<file path="config.mk">
export PLATFORM = sky130hd
export DESIGN_NAME = track_selector
export DESIGN_NICKNAME = d
export VERILOG_FILES = /design/src/rtl/track_selector.sv
export SDC_FILE = /design/constraint.sdc
export NUM_CORES = 1
export LEC_CHECK = 0
export ABC_AREA = 1
export CAP_MARGIN = 30
export CORE_AREA = 2 2 65 67
export CTS_CLUSTER_SIZE = 30
export DETAILED_ROUTE_END_ITERATION = 7
export DIE_AREA = 0 0 67 69
export MAX_ROUTING_LAYER = met4
export PLACE_DENSITY = 0.63
export SLEW_MARGIN = 20
export SYNTH_ARGS = -nofsm -noshare
export SYNTH_HDL_FRONTEND = slang
export SYNTH_SLANG_ARGS = --single-unit
</file>
<file path="constraint.sdc">
create_clock -name CLK -period 7.1 [get_ports CLK]
set_input_delay 1.42 -clock CLK [delete_from_list [all_inputs] [get_ports CLK]]
set_output_delay 1.42 -clock CLK [all_outputs]
set_load 0.02 [all_outputs]
</file>
<file path="src/rtl/track_selector.sv">
// track_selector: registered MP3 track index driven by PREV/NEXT/EOT/LOAD with wrap or clamp and a button lockout.
// Define TRACK_SEL_EDGE_EN for edge-triggered PREV/NEXT; otherwise requests are level-sensitive.

module track_step #(
  parameter int TRACK_W    = 3,
  parameter int NUM_TRACKS = 8,
  parameter int STEP_W     = 3,
  parameter int WRAP       = 1
) (
  input  logic [TRACK_W-1:0] sw,
  input  logic [STEP_W-1:0]  step,
  input  logic               dn,
  output logic [TRACK_W-1:0] res
);
  localparam int AW = TRACK_W + STEP_W + 1;
  localparam logic [AW-1:0] NT  = AW'(NUM_TRACKS);
  localparam logic [AW-1:0] TOP = AW'(NUM_TRACKS - 1);

  logic [AW-1:0] sw_x, st_x, up, r;

  assign sw_x = AW'(sw);
  assign st_x = AW'(step);
  assign up   = sw_x + st_x;

  generate
    if (WRAP != 0) begin : g_wrap
      logic [AW-1:0] st_m, dn_w;
      assign st_m = st_x % NT;
      // sw < NT and st_m < NT, so dn_w lies in [1, 2*NT) and one subtract folds it
      assign dn_w = sw_x + NT - st_m;
      always_comb begin
        if (dn) r = (dn_w >= NT) ? dn_w - NT : dn_w;
        else    r = up % NT;
      end
    end else begin : g_clamp
      always_comb begin
        if (dn) r = (st_x > sw_x) ? '0 : sw_x - st_x;
        else    r = (up > TOP) ? TOP : up;
      end
    end
  endgenerate

  assign res = TRACK_W'(r);
endmodule

module track_selector #(
  parameter int TRACK_W     = 3,
  parameter int NUM_TRACKS  = 8,
  parameter int STEP_W      = 3,
  parameter int LOCK_CYCLES = 500000,
  parameter int WRAP        = 1
) (
  input  logic               CLK,
  input  logic               RST_N,
  input  logic [STEP_W-1:0]  PREV,
  input  logic [STEP_W-1:0]  NEXT,
  input  logic               EOT,
  input  logic               LOAD,
  input  logic [TRACK_W-1:0] LOAD_VAL,
  output logic [TRACK_W-1:0] SW,
  output logic               CHANGE,
  output logic               BUSY
);
  localparam int CNT_W = (LOCK_CYCLES > 1) ? $clog2(LOCK_CYCLES) : 1;
  localparam logic [CNT_W-1:0]   LOCK_LD = CNT_W'(LOCK_CYCLES - 1);
  localparam logic [TRACK_W-1:0] TOP     = TRACK_W'(NUM_TRACKS - 1);

  logic [CNT_W-1:0]   lock_cnt;
  logic [STEP_W-1:0]  prev_req, next_req;
  logic               idle, acc_prev, acc_next, accept;
  logic [STEP_W-1:0]  step;
  logic               dn;
  logic [TRACK_W-1:0] step_res, sw_nxt;

`ifdef TRACK_SEL_EDGE_EN
  logic [STEP_W-1:0] prev_q, next_q;

  // Previous bus values track the raw inputs even during lockout, so a press
  // whose rising edge lands in the lockout is lost.
  always_ff @(posedge CLK or negedge RST_N) begin
    if (!RST_N) begin
      prev_q <= '0;
      next_q <= '0;
    end else begin
      prev_q <= PREV;
      next_q <= NEXT;
    end
  end

  assign prev_req = (prev_q == '0) ? PREV : '0;
  assign next_req = (next_q == '0) ? NEXT : '0;
`else
  assign prev_req = PREV;
  assign next_req = NEXT;
`endif

  assign idle     = (lock_cnt == '0);
  assign acc_prev = !LOAD && idle && (prev_req != '0);
  assign acc_next = !LOAD && idle && (prev_req == '0) && (next_req != '0);
  assign accept   = acc_prev || acc_next;

  // One shared adder: the chosen event decides step size and direction
  always_comb begin
    step = STEP_W'(1);
    dn   = 1'b0;
    if (acc_prev) begin
      step = prev_req;
      dn   = 1'b1;
    end else if (acc_next) begin
      step = next_req;
    end
  end

  track_step #(
    .TRACK_W    (TRACK_W),
    .NUM_TRACKS (NUM_TRACKS),
    .STEP_W     (STEP_W),
    .WRAP       (WRAP)
  ) u_step (
    .sw   (SW),
    .step (step),
    .dn   (dn),
    .res  (step_res)
  );

  always_comb begin
    sw_nxt = SW;
    if (LOAD)               sw_nxt = (LOAD_VAL > TOP) ? TOP : LOAD_VAL;
    else if (accept || EOT) sw_nxt = step_res;
  end

  always_ff @(posedge CLK or negedge RST_N) begin
    if (!RST_N) begin
      SW       <= '0;
      CHANGE   <= 1'b0;
      lock_cnt <= '0;
    end else begin
      SW     <= sw_nxt;
      CHANGE <= (sw_nxt != SW);
      if (accept)     lock_cnt <= LOCK_LD;
      else if (!idle) lock_cnt <= lock_cnt - CNT_W'(1);
    end
  end

  assign BUSY = !idle;
endmodule

</file>
# Word-level counts from Yosys, hierarchy flattened
# Cells that the tools add are included.
# word_totals
input_bits	13
output_inout_bits	5
word_cells	34
reg_bits	23
# op_classes
n_lt_le_gt_ge	2
eq_ne	2
add_sub_neg	5
n_mux	10
n_reduce_logical	12
# op_table
cell	count
$mux 19	2
$mux 3	7
$logic_not 19->1	1
$sub 19x1->19 const B	1
$ge 7x4->1 const B	1
$reduce_bool 3->1	2
$sub 5x3->6	1
$add 3x4->5 const B	1
$logic_and 1x1->1	4
$add 3x3->3	1
$gt 3x3->1 const B	1
$logic_not 3->1	1
$ne 3x3->1	1
$sub 3x1->3 const B	1
$logic_not 1->1	2
$logic_or 1x1->1	2
$ne 2x1->1 const B	1
$mux 1	1

# Depth between registers and ports, before layout
# depth
depth_word	13
depth_mapped	23

# Hierarchy
# A second synthesis with hierarchy kept.
# unflattened
hier_cells	228
hier_area_um2	1675.4
# by_module_without_submodules
mod	area_each_um2	instances	cells_per_inst	seq_area_each_um2
track_selector	1512.7	1	199	575.6
track_step	162.7	1	29	0.0

# Worst setup path after synthesis
# OpenSTA, ideal clock, no wires.
# synth_timing
path_type	input -> register
start	input port PREV[2]
end	register CHANGE
t_required_ns	6.975
path_slack_ns	3.698
arrival_ns	3.277
setup_ns	0.125
cell_stages	16
cell_sequence	inv_1 nand3_1 nand4_1 o22ai_1 inv_1 ha_1 fa_1 nand3_1 nand2_1 nand2_1 nand3_1 nand2_2 nand2_1 nand2_1 nor2_1 nand3_1
# synth_via
elab_chain_len	12
elab_cells_between_ends	19
cone_classes	add/sub: 3; order compare: 1; eq/ne: 1; mux: 7; reduce/logical: 7
# synth_lines
item	line	rtl
from (decl)	55	input logic [STEP_W-1:0] PREV,
$logic_not 3->1	99	assign acc_next = !LOAD && idle && (prev_req == '0) && (next_req != '0);
$logic_and 1x1->1 (2 in series)	99	
$mux 3	109	end else if (acc_next) begin
$mux 3	106	if (acc_prev) begin
$sub 5x3->6	30	assign dn_w = sw_x + NT - st_m;
$ge 7x4->1 or $sub 3x1->3 (tied branches)	32	if (dn) r = (dn_w >= NT) ? dn_w - NT : dn_w;
$mux 3 (2 in series)	32	
$mux 3 *	129	else if (accept || EOT) sw_nxt = step_res;
$mux 3 *	128	if (LOAD) sw_nxt = (LOAD_VAL > TOP) ? TOP : LOAD_VAL;
named net sw_nxt[1]	73	logic [TRACK_W-1:0] step_res, sw_nxt;
$ne 3x3->1 *	139	CHANGE <= (sw_nxt != SW);
to (signal assigned)	139	
to (decl)	61	output logic CHANGE,
# Mark *: on every way through the listed nets, which the timed path passes. The rest lies on a longest branch.
# A chain may end at the register's enable or synchronous reset.

# Worst setup path after layout
# layout_timing
start	input port LOAD
end	register CHANGE
# layout_via
elab_chain_len	13
elab_cells_between_ends	19
cone_classes	add/sub: 3; order compare: 1; eq/ne: 1; mux: 7; reduce/logical: 7
# layout_lines
item	line	rtl
from (decl)	58	input logic LOAD,
$logic_not 1->1	98, 99	
$logic_and 1x1->1	98, 99	
$logic_and 1x1->1 (2 in series)	99	
$mux 3	109	
$mux 3	106	
$sub 5x3->6	30	
$ge 7x4->1 or $sub 3x1->3 (tied branches)	32	
$mux 3 (2 in series)	32	
$mux 3	129	
$mux 3 *	128	
named net sw_nxt[1]	73	
$ne 3x3->1 *	139	
# Marks and branches as above.

==> run metrics <==
clk buf depth 2; GP Congestion 0.852; Tcrit/Tclk final 54.4%; post-cts resize count 0; storage element area 576 µm²; vias in the first global route 1441; post-synthesis sequential area ratio 34.3%; share of the synthesized area in the top cell type 34.3%; Pins Over Slew Limit 0; Worst R2R Path Depth 22; Core ar. 3910 µm²; clock tree from TritonCTS done; Core Util, Final 50.4%; final hold vios 0; sw power 217 µW; Residual DRC 0; clock latency on the worst-skew pair 0.27 ns; CP Cell Sequence clkdlybuf4s50_1, inv_1, nand4_1, o22ai_1, inv_1, ha_1, fa_1, nand3_1, nand2_1, nand2_1, nand3_1, nand2_2, nand2_1, nand2_1, nor2_1, nand3_1; met2 routed WL 1.55 mm; Post-synth EDFFs 0; Rows 23; CP max stage cell clkdlybuf4s50_1; initial antenna violation count 0; static leakage 0.000984 µW; Synth area leaders dfrtp_1 34%, inv_1 11%, nand2_1 11%; most frequent cells after synthesis 48 x inv_1, 48 x nand2_1, 24 x nor2_1, 23 x dfrtp_1, 20 x nand3_1; Diodes inserted 0; Synth Cell Area 1680 µm²; Overflow after GRT 0; syn avg cell area 7.21 µm²; crit path kind input pin to register; Net Sw Frac 42.2%; maximum vdd drop 0.118 mV; slack of the critical path 3.24 ns; Final Setup Violations 0; Post-synth top flop dfrtp_1; met3 wire length 96 µm; root buffer cell clkbuf_8; WL final 3.48 mm; M1 WL 1.77 mm; startpoint types input pin; Req. time, crit path 7.26 ns; number of CTS-inserted buffers 3; Post-CTS Hold Buffers 0; minimum clock period 3.86 ns; Netlist cell types 30; Post-synth ARST share 100%; Worst Hold Class register to register; Reg clk slew, reported paths 0.09 ns; Post-CTS Setup Bufs 0; dpl hpwl 2.84 mm; Vias 1441; Place WS 2.93 ns; Syn Inst Count 233; layout cells sized above 1 11.0%; initial core utilization 42.9%; final net count 275; port bufs 17; flops & latches, synth 23; # IOs 18; arrival time worst endpoint 4.02 ns; chip height 69 µm; pin count of the biggest net entering global routing 15; Pre-Repair DR Iteration Count 4; setup_tns 0 ns; CP max stage delay 0.60 ns; WL per Instance 11.4 µm; clk sink count 23; Die Wd 67 µm; Iteration-0 DRC Markers 70; full die area 4620 µm²; Fill cells 408; routed vias/inst 4.72; Syn Nets 252; Cell Int Power 297 µW; highest metal used met4; max-cap violation count 0; Max-slew headroom 67.1%; first-pass GRT wire length 6.42 mm; DRT antenna net count 0; status finished, final reports clean; Slew @ Worst Pin 0.491 ns; footprint of the multi-input gates 917 µm²; Pwr Total 514 µW; pwr dens 261 nW/µm²; critical path peak fanout 7; Clk pwr share 16.1%; Worst Clk Skew 0.00741 ns; Tot GR Track Use 18.5%; Worst Setup End Kind register; htree depth 1; RSZ-0062 raised after global routing false; Layout area overhead 17.4%; hold path cells 2; sequential power share 42.7%; Synth warnings 0; Synth area leader dfrtp_1; most used cell, CP nand2_1; Fmax 259 MHz; Combinational Power Share 41.1%
routing by layer:
layer / GRT usage (%) / vias to the layer above
met5: - / -
met4: 5.90 / 0
met3: 3.43 / 5
met2: 27.1 / 20
met1: 25.7 / 645
li1: - / 771
sequential cells by signal (all words and copies together) (netlist names):
signal and count:
lock_cnt 19, CHANGE 1, SW 3
final cells by class:
cell class | count | area share (%)
clock buffers | 4 | 2.28
well taps | 50 | 3.17
inverters | 50 | 9.51
multi-input cells | 160 | 46.5
repair buffers | 18 | 9.38
flip-flops and latches | 23 | 29.2
critical path, delay by kind of cell:
kind	cells	cell delay, ns
AO/OA/AOI/OAI	1	0.21
adder cells (fa/ha/maj)	2	0.67
buffers and inverters	3	0.92
AND/OR/NAND/NOR	10	0.81
power groups by stage:
stage	Sequential (µW)	Clock, µW	Combinational (µW)
after floorplan	215	0	162
after global placement	221	0	208
after detailed placement	220	0	212
after CTS	219	86.1	213
after global routing	227	90.9	243
final	220	83.0	212
path summary, 6_finish.rpt:
kind                                       endpoint                     from  slack (ns)
hold / removal              lock_cnt[0]$_DFFE_PN0P_  lock_cnt[0]$_DFFE_PN0P_        0.52
hold reg to reg             lock_cnt[0]$_DFFE_PN0P_  lock_cnt[0]$_DFFE_PN0P_        0.52
setup / recovery                   CHANGE$_DFF_PN0_                     LOAD        3.24
max in group asynchronous  lock_cnt[15]$_DFFE_PN0P_                    RST_N        5.16
min in group asynchronous   lock_cnt[6]$_DFFE_PN0P_                    RST_N        1.47
setup reg to reg                   CHANGE$_DFF_PN0_  lock_cnt[0]$_DFFE_PN0P_        4.04
per-stage QoR:
stage | instance area, µm² | cells | hold slack (ns)
floorplan | 1680 | 233 | 0.464
global placement | 1910 | 300 | 0.503
detailed placement | 1930 | 301 | 0.509
CTS | 1970 | 305 | 0.529
global route | 1970 | 305 | 0.582
finish | 1970 | 305 | 0.524
layout by cell type (no fill, tap or decap), types with 2 or more instances in the layout:
master           synthesis  layout
inv_2                    2       2
nand2_1                 48      48
nor2_4                   3       3
fa_1                     2       2
a21oi_1                  3       3
clkbuf_8                 0       3
o211ai_1                 3       3
nor2_2                   7       7
a31oi_1                  3       3
nor3_1                   7       7
nand3_2                  3       3
clkdlybuf4s50_1          0      17
nand4_1                  3       3
nand2_2                  4       4
dfrtp_1                 23      23
nand3_1                 20      20
xor2_1                   7       7
o21ai_0                  6       6
nor2_1                  24      24
o21ai_1                  3       3
inv_1                   48      48
ha_1                     4       4
kinds of logic (layout without fill, tap and decap cells):
group                      Yosys count  count (layout)  synth area share (%)
and+or+nand+nor                    124             124                  36.8
xor gates and xnor gates             8               8                  4.17
AOI/OAI and AO/OA                   22              22                  8.27
adders and majority gates            6               6                  5.36
DFF                                 23              23                  34.3
buffers and inverters               50              72                  11.2
Power figures use the tool's default switching activity.
